## src/rtl/decap_bank_sequencer.sv

```systemverilog
// rtl/decap_bank_sequencer.sv - staggered decap bank on/off sequencer; optional ramp abort via DECAP_SEQ_ABORT_EN
module decap_bank_sequencer #(
    parameter int NBANK = 8,
    parameter int DLY_W = 8
) (
    input  logic             clk,
    input  logic             rst,
    input  logic             req,
    input  logic [DLY_W-1:0] dly,
    output logic [NBANK-1:0] bank_en,
    output logic             ack,
    output logic             busy
);

    localparam int IDX_W = (NBANK > 2) ? $clog2(NBANK) : 1;
    localparam logic [IDX_W-1:0] TOP = IDX_W'(NBANK - 1);

    typedef enum logic [1:0] {
        S_OFF,
        S_RAMP_UP,
        S_ON,
        S_RAMP_DOWN
    } state_t;

    state_t           state, state_nx;
    logic [IDX_W-1:0] idx, idx_nx, idx_inc, idx_dec;
    logic [DLY_W-1:0] cnt, cnt_nx;
    logic [DLY_W-1:0] dly_q, dly_q_nx;
    logic [NBANK-1:0] bank_en_nx;
    logic             ack_nx;
    logic             abort_up;
    logic             abort_dn;

    // idx always names the bank most recently toggled by the active ramp
    assign idx_inc = idx + 1'b1;
    assign idx_dec = idx - 1'b1;

`ifdef DECAP_SEQ_ABORT_EN
    assign abort_up = ~req;
    assign abort_dn = req;
`else
    assign abort_up = 1'b0;
    assign abort_dn = 1'b0;
`endif

    always_ff @(posedge clk or posedge rst) begin
        if (rst) begin
            state   <= S_OFF;
            idx     <= '0;
            cnt     <= '0;
            dly_q   <= '0;
            bank_en <= '0;
            ack     <= 1'b0;
            busy    <= 1'b0;
        end else begin
            state   <= state_nx;
            idx     <= idx_nx;
            cnt     <= cnt_nx;
            dly_q   <= dly_q_nx;
            bank_en <= bank_en_nx;
            ack     <= ack_nx;
            busy    <= (state_nx == S_RAMP_UP) || (state_nx == S_RAMP_DOWN);
        end
    end

    always_comb begin
        state_nx   = state;
        idx_nx     = idx;
        cnt_nx     = cnt;
        dly_q_nx   = dly_q;
        bank_en_nx = bank_en;
        ack_nx     = ack;
        case (state)
            S_OFF: begin
                if (req) begin
                    state_nx      = S_RAMP_UP;
                    bank_en_nx[0] = 1'b1;
                    idx_nx        = '0;
                    dly_q_nx      = dly;
                    cnt_nx        = dly;
                end
            end
            S_RAMP_UP: begin
                // Abort clears the just-enabled bank; the descent resumes below it
                if (abort_up) begin
                    state_nx        = S_RAMP_DOWN;
                    bank_en_nx[idx] = 1'b0;
                    cnt_nx          = dly_q;
                end else if (cnt != '0) begin
                    cnt_nx = cnt - 1'b1;
                end else if (idx != TOP) begin
                    idx_nx              = idx_inc;
                    bank_en_nx[idx_inc] = 1'b1;
                    cnt_nx              = dly_q;
                end else begin
                    state_nx = S_ON;
                    ack_nx   = 1'b1;
                end
            end
            S_ON: begin
                if (!req) begin
                    state_nx          = S_RAMP_DOWN;
                    bank_en_nx[TOP]   = 1'b0;
                    idx_nx            = TOP;
                    dly_q_nx          = dly;
                    cnt_nx            = dly;
                end
            end
            S_RAMP_DOWN: begin
                // Re-enabling bank idx restores the level just above the current top
                if (abort_dn) begin
                    state_nx        = S_RAMP_UP;
                    bank_en_nx[idx] = 1'b1;
                    cnt_nx          = dly_q;
                end else if (cnt != '0) begin
                    cnt_nx = cnt - 1'b1;
                end else if (idx != '0) begin
                    idx_nx              = idx_dec;
                    bank_en_nx[idx_dec] = 1'b0;
                    cnt_nx              = dly_q;
                end else begin
                    state_nx = S_OFF;
                    ack_nx   = 1'b0;
                end
            end
            default: begin
                state_nx = S_OFF;
            end
        endcase
    end

endmodule
```

## config.mk

```make
export PLATFORM = sky130hd
export DESIGN_NAME = decap_bank_sequencer
export DESIGN_NICKNAME = d
export VERILOG_FILES = /design/src/rtl/decap_bank_sequencer.sv
export SDC_FILE = /design/constraint.sdc
export NUM_CORES = 1
export LEC_CHECK = 0
export ABC_CLOCK_PERIOD_IN_PS = 2700
export BUFFER_PORTS_ARGS = -buffer_cell sky130_fd_sc_hd__buf_4
export CAP_MARGIN = 5
export CELL_PAD_IN_SITES_DETAIL_PLACEMENT = 1
export CELL_PAD_IN_SITES_GLOBAL_PLACEMENT = 2
export CORE_AREA = 3 3 76 78
export CTS_CLUSTER_SIZE = 10
export DETAILED_ROUTE_END_ITERATION = 8
export DIE_AREA = 0 0 79 81
export PLACE_DENSITY_LB_ADDON = 0.12
export SYNTH_ARGS = -nofsm -noshare
export SYNTH_HDL_FRONTEND = slang
export SYNTH_SLANG_ARGS = --single-unit
export TNS_END_PERCENT = 5
```

## constraint.sdc

```tcl
create_clock -name clk -period 2.7 [get_ports clk]
set_input_delay 0.27 -clock clk [delete_from_list [all_inputs] [get_ports clk]]
set_output_delay 0.27 -clock clk [all_outputs]
set_load 0.01 [all_outputs]
```

Word-level counts from Yosys, hierarchy flattened
Cells that the tools add are included.

operators by class
  add/sub/neg operators = 3
  magnitude comparators = 4
  equality and inequality tests = 16
  multiplexer cells = 40
  bitwise gates (word level) = 3
  reduce and logical (&&, ||, !) cells = 17

operators by type and width
  kind                                                                                 number
  8-bit two-way mux                                                                    10
  8-bit case mux with 4 select lines                                                   1
  3-bit two-way mux                                                                    6
  6-bit AND reduction                                                                  3
  2-bit inequality test, second input constant                                         8
  8-bit case mux with 2 select lines                                                   1
  2-bit two-way mux                                                                    6
  3-bit case mux with 4 select lines                                                   1
  6-bit case mux with 2 select lines                                                   1
  5-bit AND reduction                                                                  2
  3-bit inequality test, second input constant                                         3
  3-bit nonzero test                                                                   3
  8-bit bitwise AND                                                                    1
  3-bit by 4-bit less-than comparator with 1-bit output, second input constant         2
  1-bit two-way mux                                                                    8
  8-bit NOT                                                                            1
  8-bit bitwise OR                                                                     1
  2-bit case mux with 4 select lines                                                   1
  8-bit nonzero test                                                                   1
  8-bit by 1-bit subtractor with 8-bit output, second input constant                   1
  1-bit demux with 3-bit select                                                        2
  2-bit equality test, second input constant                                           3
  3-bit by 1-bit greater-or-equal comparator with 1-bit output, second input constant  2
  1-bit case mux with 3 select lines                                                   2
  10 further kinds                                                                     13

word-level totals
  register bits = 31
  input bits = 11
  output and inout port bits = 10
  word-level logic and storage cells = 92

Depth between registers and ports, before layout
Gate-level depths: netlist (run 1).

  depth in word-level cells = 10
  depth in mapped cells = 8
  gate-level depth less buffers = 8

Worst setup path before layout (run 1)
OpenSTA, ideal clock, no wires.

  kind = flip-flop to flip-flop
  start point = reg cnt[4]
  end point = reg bank_en[7]
  setup time = 0.122 ns
  arrival = 1.993 ns
  required time = 2.578 ns
  slack = 0.585 ns
  stages on the path, launching flop included = 7
  path buffers = 1
  clock period less this slack = 2.115 ns
  cell sequence = dfrtp_1 -> or3_4 -> or4_4 -> buf_2 -> nor2_1 -> nand4_1 -> a32o_1

on the way
  longest elaborated chain between the ends = 3
  elaborated cells on any way between the ends = 4
  classes of those cells = eq/ne: 2; reduce/logical: 2

ends and longest elaborated chain
  element                                 line     source
  from (decl)                             27       logic [DLY_W-1:0] cnt, cnt_nx;
  from (signal assigned)                  58       cnt <= cnt_nx;
  8-bit nonzero test *                    89, 115
  2-bit inequality test (no source line)  n/a
  6-bit AND reduction (no source line) *  n/a
  to (signal assigned)                    60       bank_en <= bank_en_nx;
  to (decl)                               10       output logic [NBANK-1:0] bank_en,

Mark *: on every way between the ends. The rest lies on a longest branch, timed or not.
A chain may end at the register's enable or synchronous reset.

Worst setup path in the final report (run 1)
  start point = reg cnt[0]
  end point = reg idx[2]

on the way
  longest elaborated chain between the ends = 3
  elaborated cells on any way between the ends = 4
  classes of those cells = eq/ne: 2; reduce/logical: 2

ends and longest elaborated chain
  element                                 line     source
  8-bit nonzero test *                    89, 115
  2-bit inequality test (no source line)  n/a
  6-bit AND reduction (no source line) *  n/a
  to (signal assigned)                    57       idx <= idx_nx;
  to (decl)                               26       logic [IDX_W-1:0] idx, idx_nx, idx_inc, idx_dec;

Marked as above.

==> flow_metrics.tcl, run 1 <==
set metrics [dict create \
    viasPerCell 5.41 \
    pwr-share-comb_pct 34.7 \
    row_count 26 \
    final_common_cell "nand2_1" \
    layout-drive-gt1-share_pct 16.5 \
    root_buffer "clkbuf_8" \
    synth-xor-area-share_pct 2.97 \
    finalHoldViolCount 0 \
    port_buffers 20 \
    grt-ovfl-total 0 \
    synth_fa_ha_area_share_pct 4.25 \
    clk_latency_ns 0.28 \
    finalSetupTns_ns 0 \
    ys_warn_count 0 \
    rrSetupSlack_ns 0.27 \
    gp_congestion 0.883 \
    drv_slew 0 \
    grt_max_degree 31 \
    worstSetupStartpointType "register" \
    drc 0 \
    place_ws_ns 0.296 \
    dp_hpwl_um 3810 \
    period_needed_ns 2.43 \
    most-common-layout-cells "nand2_1 (38), dfrtp_1 (30), buf_4 (23)" \
    switching_power_uw 600 \
    crit_required_ns 2.87 \
    grt_pass1_wl_um 8880 \
    sequentialPowerShare_pct 42.3 \
    initial_core_util_pct 34.4 \
    yosys_most_used_dff "dfrtp_1" \
    fp.dieH_um 81 \
    via_count 1590 \
    h-tree-depth 2 \
    cts_made_buffers 5 \
    place_area_um2 1990 \
    dr.first_iter.drc_count 61 \
    ys_types 45 \
    synth-compound-area-share_pct 23.7 \
    cts_tree "built" \
    async_reset_ff_share_pct 100 \
    worst_slew_pin_slew_ns 0.482 \
    cts_resized 0 \
    synthCells 204 \
    ios 21 \
    syn_area_um2 1770 \
    antenna_left 0 \
    ys_seq_area_share_pct 42.5 \
    power.internal_uw 964 \
    syn_nets 221 \
    area_growth_pct 17.4 \
    p_leak_nw 0.920 \
    stdcell_area_um2 2070 \
    p_sw_share_pct 38.4 \
    dr.pass1.iters 4 \
    arrival_ns 2.59 \
    cts.sinks 30 \
    syn_avg_cell_area_um2 8.66 \
    hp-class "input port to asynchronous set/reset pin" \
    nNetsFinal 242 \
    post_cts_buffers 0 \
    status "finished clean" \
    dieArea_um2 6400 \
    synth_top_family_by_area "compound AO/OA/AOI/OAI gates" \
    globalRouteTotalUtil_pct 18.1 \
    setup-violations-final 0 \
    clk_pin_slew_worst_paths_ns 0.07 \
    slew_headroom_pct 67.8 \
    skew_ns 0.00817 \
    crit_type "register to register" \
    drt_wl_total_um 5110 \
    pwr-share-clk_pct 22.9 \
    clock_path_buffers 2 \
    period_share_pct 89.8 \
    hold_ws_ns 0.0762 \
    coreArea_um2 5140 \
    muxShareOfSynthArea_pct 1.20 \
    grt_setup_unrepaired "no" \
    cp-end-kind "register" \
    grt_antenna_before_repair 0 \
    place_inst 288 \
    first_global_vias 1731 \
    crit_fanout 14 \
    die_x_um 79 \
    stdcell_count 294 \
    vdd_drop_max_mv 0.287 \
    drv_cap 0 \
    num_antenna_cells 0 \
    fmax_mhz 412 \
    synth_edf_count 0 \
    wire_per_inst_um 17.4 \
    powerDensity_nw_per_um2 754 \
    cts_hold_buf 0 \
    fin_ws_ns 0.275 \
    synth-simple-area-share_pct 20.9 \
    synth-seq-cells 30 \
]
synthesized netlist by cell type (4+ instances only):
cell type / count / area [µm²]
nand2_1: 38 / 143
o21ai_0: 15 / 75.1
dfrtp_1: 30 / 751
inv_1: 11 / 41.3
a31oi_1: 7 / 43.8
nand3_1: 6 / 30.0
ha_1: 6 / 75.1
nor3_1: 4 / 20.0
clkbuf_1: 8 / 30.0
xnor2_1: 5 / 43.8
o22ai_1: 4 / 25.0
nor2_1: 17 / 63.8
a21oi_1: 8 / 40.0
a2bb2oi_1: 6 / 52.6
sequential cells by signal, summed over array words and instances (netlist names):
signal / cells
ack: 1
cnt: 8
bank_en: 8
state: 1
idx: 3
busy: 1
dly_q: 8
final timing paths:
| path | to | depth (start not counted) | start |
|---|---|---|---|
| worst max-delay path | idx[2]$_DFFE_PP0P_ | 7 | cnt[0]$_DFFE_PP0P_ |
| worst min-delay path | bank_en[0]$_DFFE_PP0P_ | 3 | rst |
| worst max register to register | idx[2]$_DFFE_PP0P_ | 7 | cnt[0]$_DFFE_PP0P_ |
| worst min register to register | dly_q[4]$_DFFE_PP0P_ | 2 | dly_q[4]$_DFFE_PP0P_ |
| max in group asynchronous | bank_en[6]$_DFFE_PP0P_ | 3 | rst |
| min in group clk | dly_q[4]$_DFFE_PP0P_ | 3 | dly[4] |
power groups by stage:
stage               combinational [mW]  sequential [mW]  clock, mW
global placement                 0.531            0.664          0
detailed placement               0.546            0.669          0
global route                     0.623            0.681      0.402
finish                           0.543            0.662      0.358
CTS                              0.549            0.662      0.376
floorplan                        0.413            0.635          0
through the flow:
stage	power (mW)	util (%)
after CTS	1.59	40.4
final	1.56	40.4
after global routing	1.71	40.4
after detailed placement	1.21	38.8
after global placement	1.20	38.8
after floorplan	1.05	-
final cells by class:
class	count	area (µm²)
timing repair buffer	23	173
tap	70	87.6
inverter	12	45.0
fill	648	3070
sequential	30	751
clock buffer	6	82.6
multi-input combinational	153	936
metal layers:
metal | up-vias | routed length (µm) | global-route usage, %
met4 | 0 | 53 | 5.33
met3 | 4 | 149 | 4.21
met1 | 798 | 2200 | 21.0
li1 | 766 | - | -
met2 | 22 | 2710 | 33.2
met5 | - | 0 | 0
kinds of logic (layout without fill, tap and decap cells):
logic type / after synthesis / count (layout)
AND/OR/NAND/NOR: 78 / 78
flip-flops: 30 / 30
XOR/XNOR: 6 / 6
multiplexers: 2 / 2
AO/OA/AOI/OAI: 61 / 61
adder cells (fa/ha/maj): 6 / 6
buffers and inverters: 21 / 41
worst max-delay path: stages, from the launching register on:
cell	delay, ns
dfrtp_1	0.44
inv_1	0.13
ha_1	0.21
nand2b_1	0.17
or4_4	0.56
o31ai_2	0.34
o221ai_1	0.20
a22o_1	0.26
No activity file was read; power rests on OpenSTA's default activity.
==> run 2: changes to the inputs <==
--- a/config.mk
+++ b/config.mk
@@ -8,11 +8,10 @@
 export ABC_CLOCK_PERIOD_IN_PS = 2700
 export BUFFER_PORTS_ARGS = -buffer_cell sky130_fd_sc_hd__buf_4
-export CAP_MARGIN = 5
 export CELL_PAD_IN_SITES_DETAIL_PLACEMENT = 1
 export CELL_PAD_IN_SITES_GLOBAL_PLACEMENT = 2
-export CORE_AREA = 3 3 76 78
+export CORE_AREA = 3 3 80 82
 export CTS_CLUSTER_SIZE = 10
 export DETAILED_ROUTE_END_ITERATION = 8
-export DIE_AREA = 0 0 79 81
+export DIE_AREA = 0 0 83 85
 export PLACE_DENSITY_LB_ADDON = 0.12
 export SYNTH_ARGS = -nofsm -noshare
==> constraint.sdc (replaced) <==
create_clock -name clk -period 2.7 [get_ports clk]
set_input_delay 0.405 -clock clk [delete_from_list [all_inputs] [get_ports clk]]
set_output_delay 0.405 -clock clk [all_outputs]
set_load 0.01 [all_outputs]
==> run 2 against run 1 <==
Final area rose by 1.0%. Worst setup slack gained 0.011 ns. Non-clock buffer count grew 2.
==> flow_metrics.tcl, run 2 (same netlist as run 1, synthesis figures left out) <==
set metrics [dict create \
    globalRouteTotalUtil_pct 15.7 \
    pwr-share-comb_pct 34.4 \
    p_sw_share_pct 38.6 \
    finalSetupTns_ns 0 \
    clk_latency_ns 0.29 \
    power.internal_uw 965 \
    die_x_um 83 \
    cpPeakStageDelay_ns 0.56 \
    vdd_drop_max_mv 0.329 \
    worstSetupStartpointType "register" \
    dieArea_um2 7060 \
    cp-startpoint "cnt[0]$_DFFE_PP0P_" \
    grt_max_degree 31 \
    fin_ws_ns 0.286 \
    total_power_mw 1.57 \
    crit_type "register to register" \
    post_cts_buffers 0 \
    h-tree-depth 2 \
    clk_pin_slew_worst_paths_ns 0.07 \
    switching_power_uw 607 \
    slew_headroom_pct 70.2 \
    place_ws_ns 0.294 \
    layout-drive-gt1-share_pct 17.3 \
    r2r-start "cnt[0]$_DFFE_PP0P_" \
    setup-violations-final 0 \
    gp_congestion 0.811 \
    grt-ovfl-total 0 \
    fmax_mhz 414 \
    cts.sinks 30 \
    area_growth_pct 18.6 \
    arrival_ns 2.62 \
    dr.first_iter.drc_count 37 \
    top_regs "bank_en x8, cnt x8, dly_q x8" \
    crit_required_ns 2.91 \
    p_leak_nw 0.929 \
    most-common-layout-cells "nand2_1 (38), dfrtp_1 (30), buf_4 (25)" \
    via_count 1584 \
    crit_family "simple AND/OR/NAND/NOR gates" \
    period_share_pct 89.4 \
    stdcell_area_um2 2100 \
    antenna_left 0 \
    drc 0 \
    cts_made_buffers 5 \
    hold_ws_ns 0.194 \
    worst_slew_pin_slew_ns 0.447 \
    place_area_um2 2010 \
    cp-end-kind "register" \
    port_buffers 20 \
    drv_slew 0 \
    final_common_cell "nand2_1" \
    clock_path_buffers 2 \
    hp-class "input port to asynchronous set/reset pin" \
    root_buffer "clkbuf_8" \
    cp_cell_sequence "inv_1, ha_1, nand2b_1, or4_4, or3_1, nor2_1, a2bb2oi_1" \
    crit_fanout 14 \
    powerDensity_nw_per_um2 750 \
    finalHoldViolCount 0 \
    cts_resized 0 \
    coreArea_um2 5820 \
    dp_hpwl_um 3830 \
    sequentialPowerShare_pct 42.1 \
    dr.pass1.iters 4 \
    row_count 28 \
    grt_setup_unrepaired "no" \
    stdcell_count 301 \
    period_needed_ns 2.41 \
    crit_buf_inv 1 \
    wire_per_inst_um 17.2 \
    nNetsFinal 244 \
    drt_wl_total_um 5180 \
    grt_antenna_before_repair 0 \
    drv_cap 0 \
    first_global_vias 1711 \
    viasPerCell 5.26 \
    skew_ns 0.00843 \
    grt_pass1_wl_um 8790 \
    place_inst 295 \
    final_util_pct 36.0 \
    num_antenna_cells 0 \
    initial_core_util_pct 30.4 \
    status "finished clean" \
    cts_tree "built" \
    pwr-share-clk_pct 23.5 \
    fp.dieH_um 85 \
    ios 21 \
    cts_hold_buf 0 \
    critPathSlowestCell "or4_4" \
]
==> run 2: worst reg2reg max path: stages (launching register included) <==
cell,delay [ns]
dfrtp_1,0.45
inv_1,0.13
ha_1,0.20
nand2b_1,0.16
or4_4,0.56
or3_1,0.47
nor2_1,0.18
a2bb2oi_1,0.18
==> run 2: worst paths after layout <==
check | to | slack [ns] | cells past startpoint
min reg2reg | dly_q[3]$_DFFE_PP0P_ | 0.49 | 2
max | bank_en[6]$_DFFE_PP0P_ | 0.29 | 7
max reg2reg | bank_en[6]$_DFFE_PP0P_ | 0.29 | 7
min in group clk | dly_q[3]$_DFFE_PP0P_ | 0.31 | 3
max in group asynchronous | bank_en[7]$_DFFE_PP0P_ | 2.21 | 3
min | ack$_DFFE_PP0P_ | 0.19 | 3
==> run 2: cell type report <==
| type | instances | area, µm² |
|---|---|---|
| Tap cell | 75 | 93.8 |
| Timing Repair Buffer | 25 | 188 |
| Sequential cell | 30 | 751 |
| Clock buffer | 6 | 82.6 |
| Fill cell | 724 | 3720 |
| Multi-Input combinational cell | 153 | 936 |
| Inverter | 12 | 45.0 |
==> run 2: metal layers <==
metal,track usage [%],vias up,wire length (µm)
met5,0,-,0
met1,20.1,792,2450
met4,6.39,0,89
li1,-,767,-
met2,26.0,17,2530
met3,3.01,8,107
==> run 2: power by group through the flow <==
stage	registers (mW)	clock network, mW	logic, mW
after CTS	0.666	0.384	0.545
after global routing	0.686	0.402	0.607
after detailed placement	0.674	0	0.540
after global placement	0.667	0	0.540
final	0.663	0.370	0.540
after floorplan	0.635	0	0.413
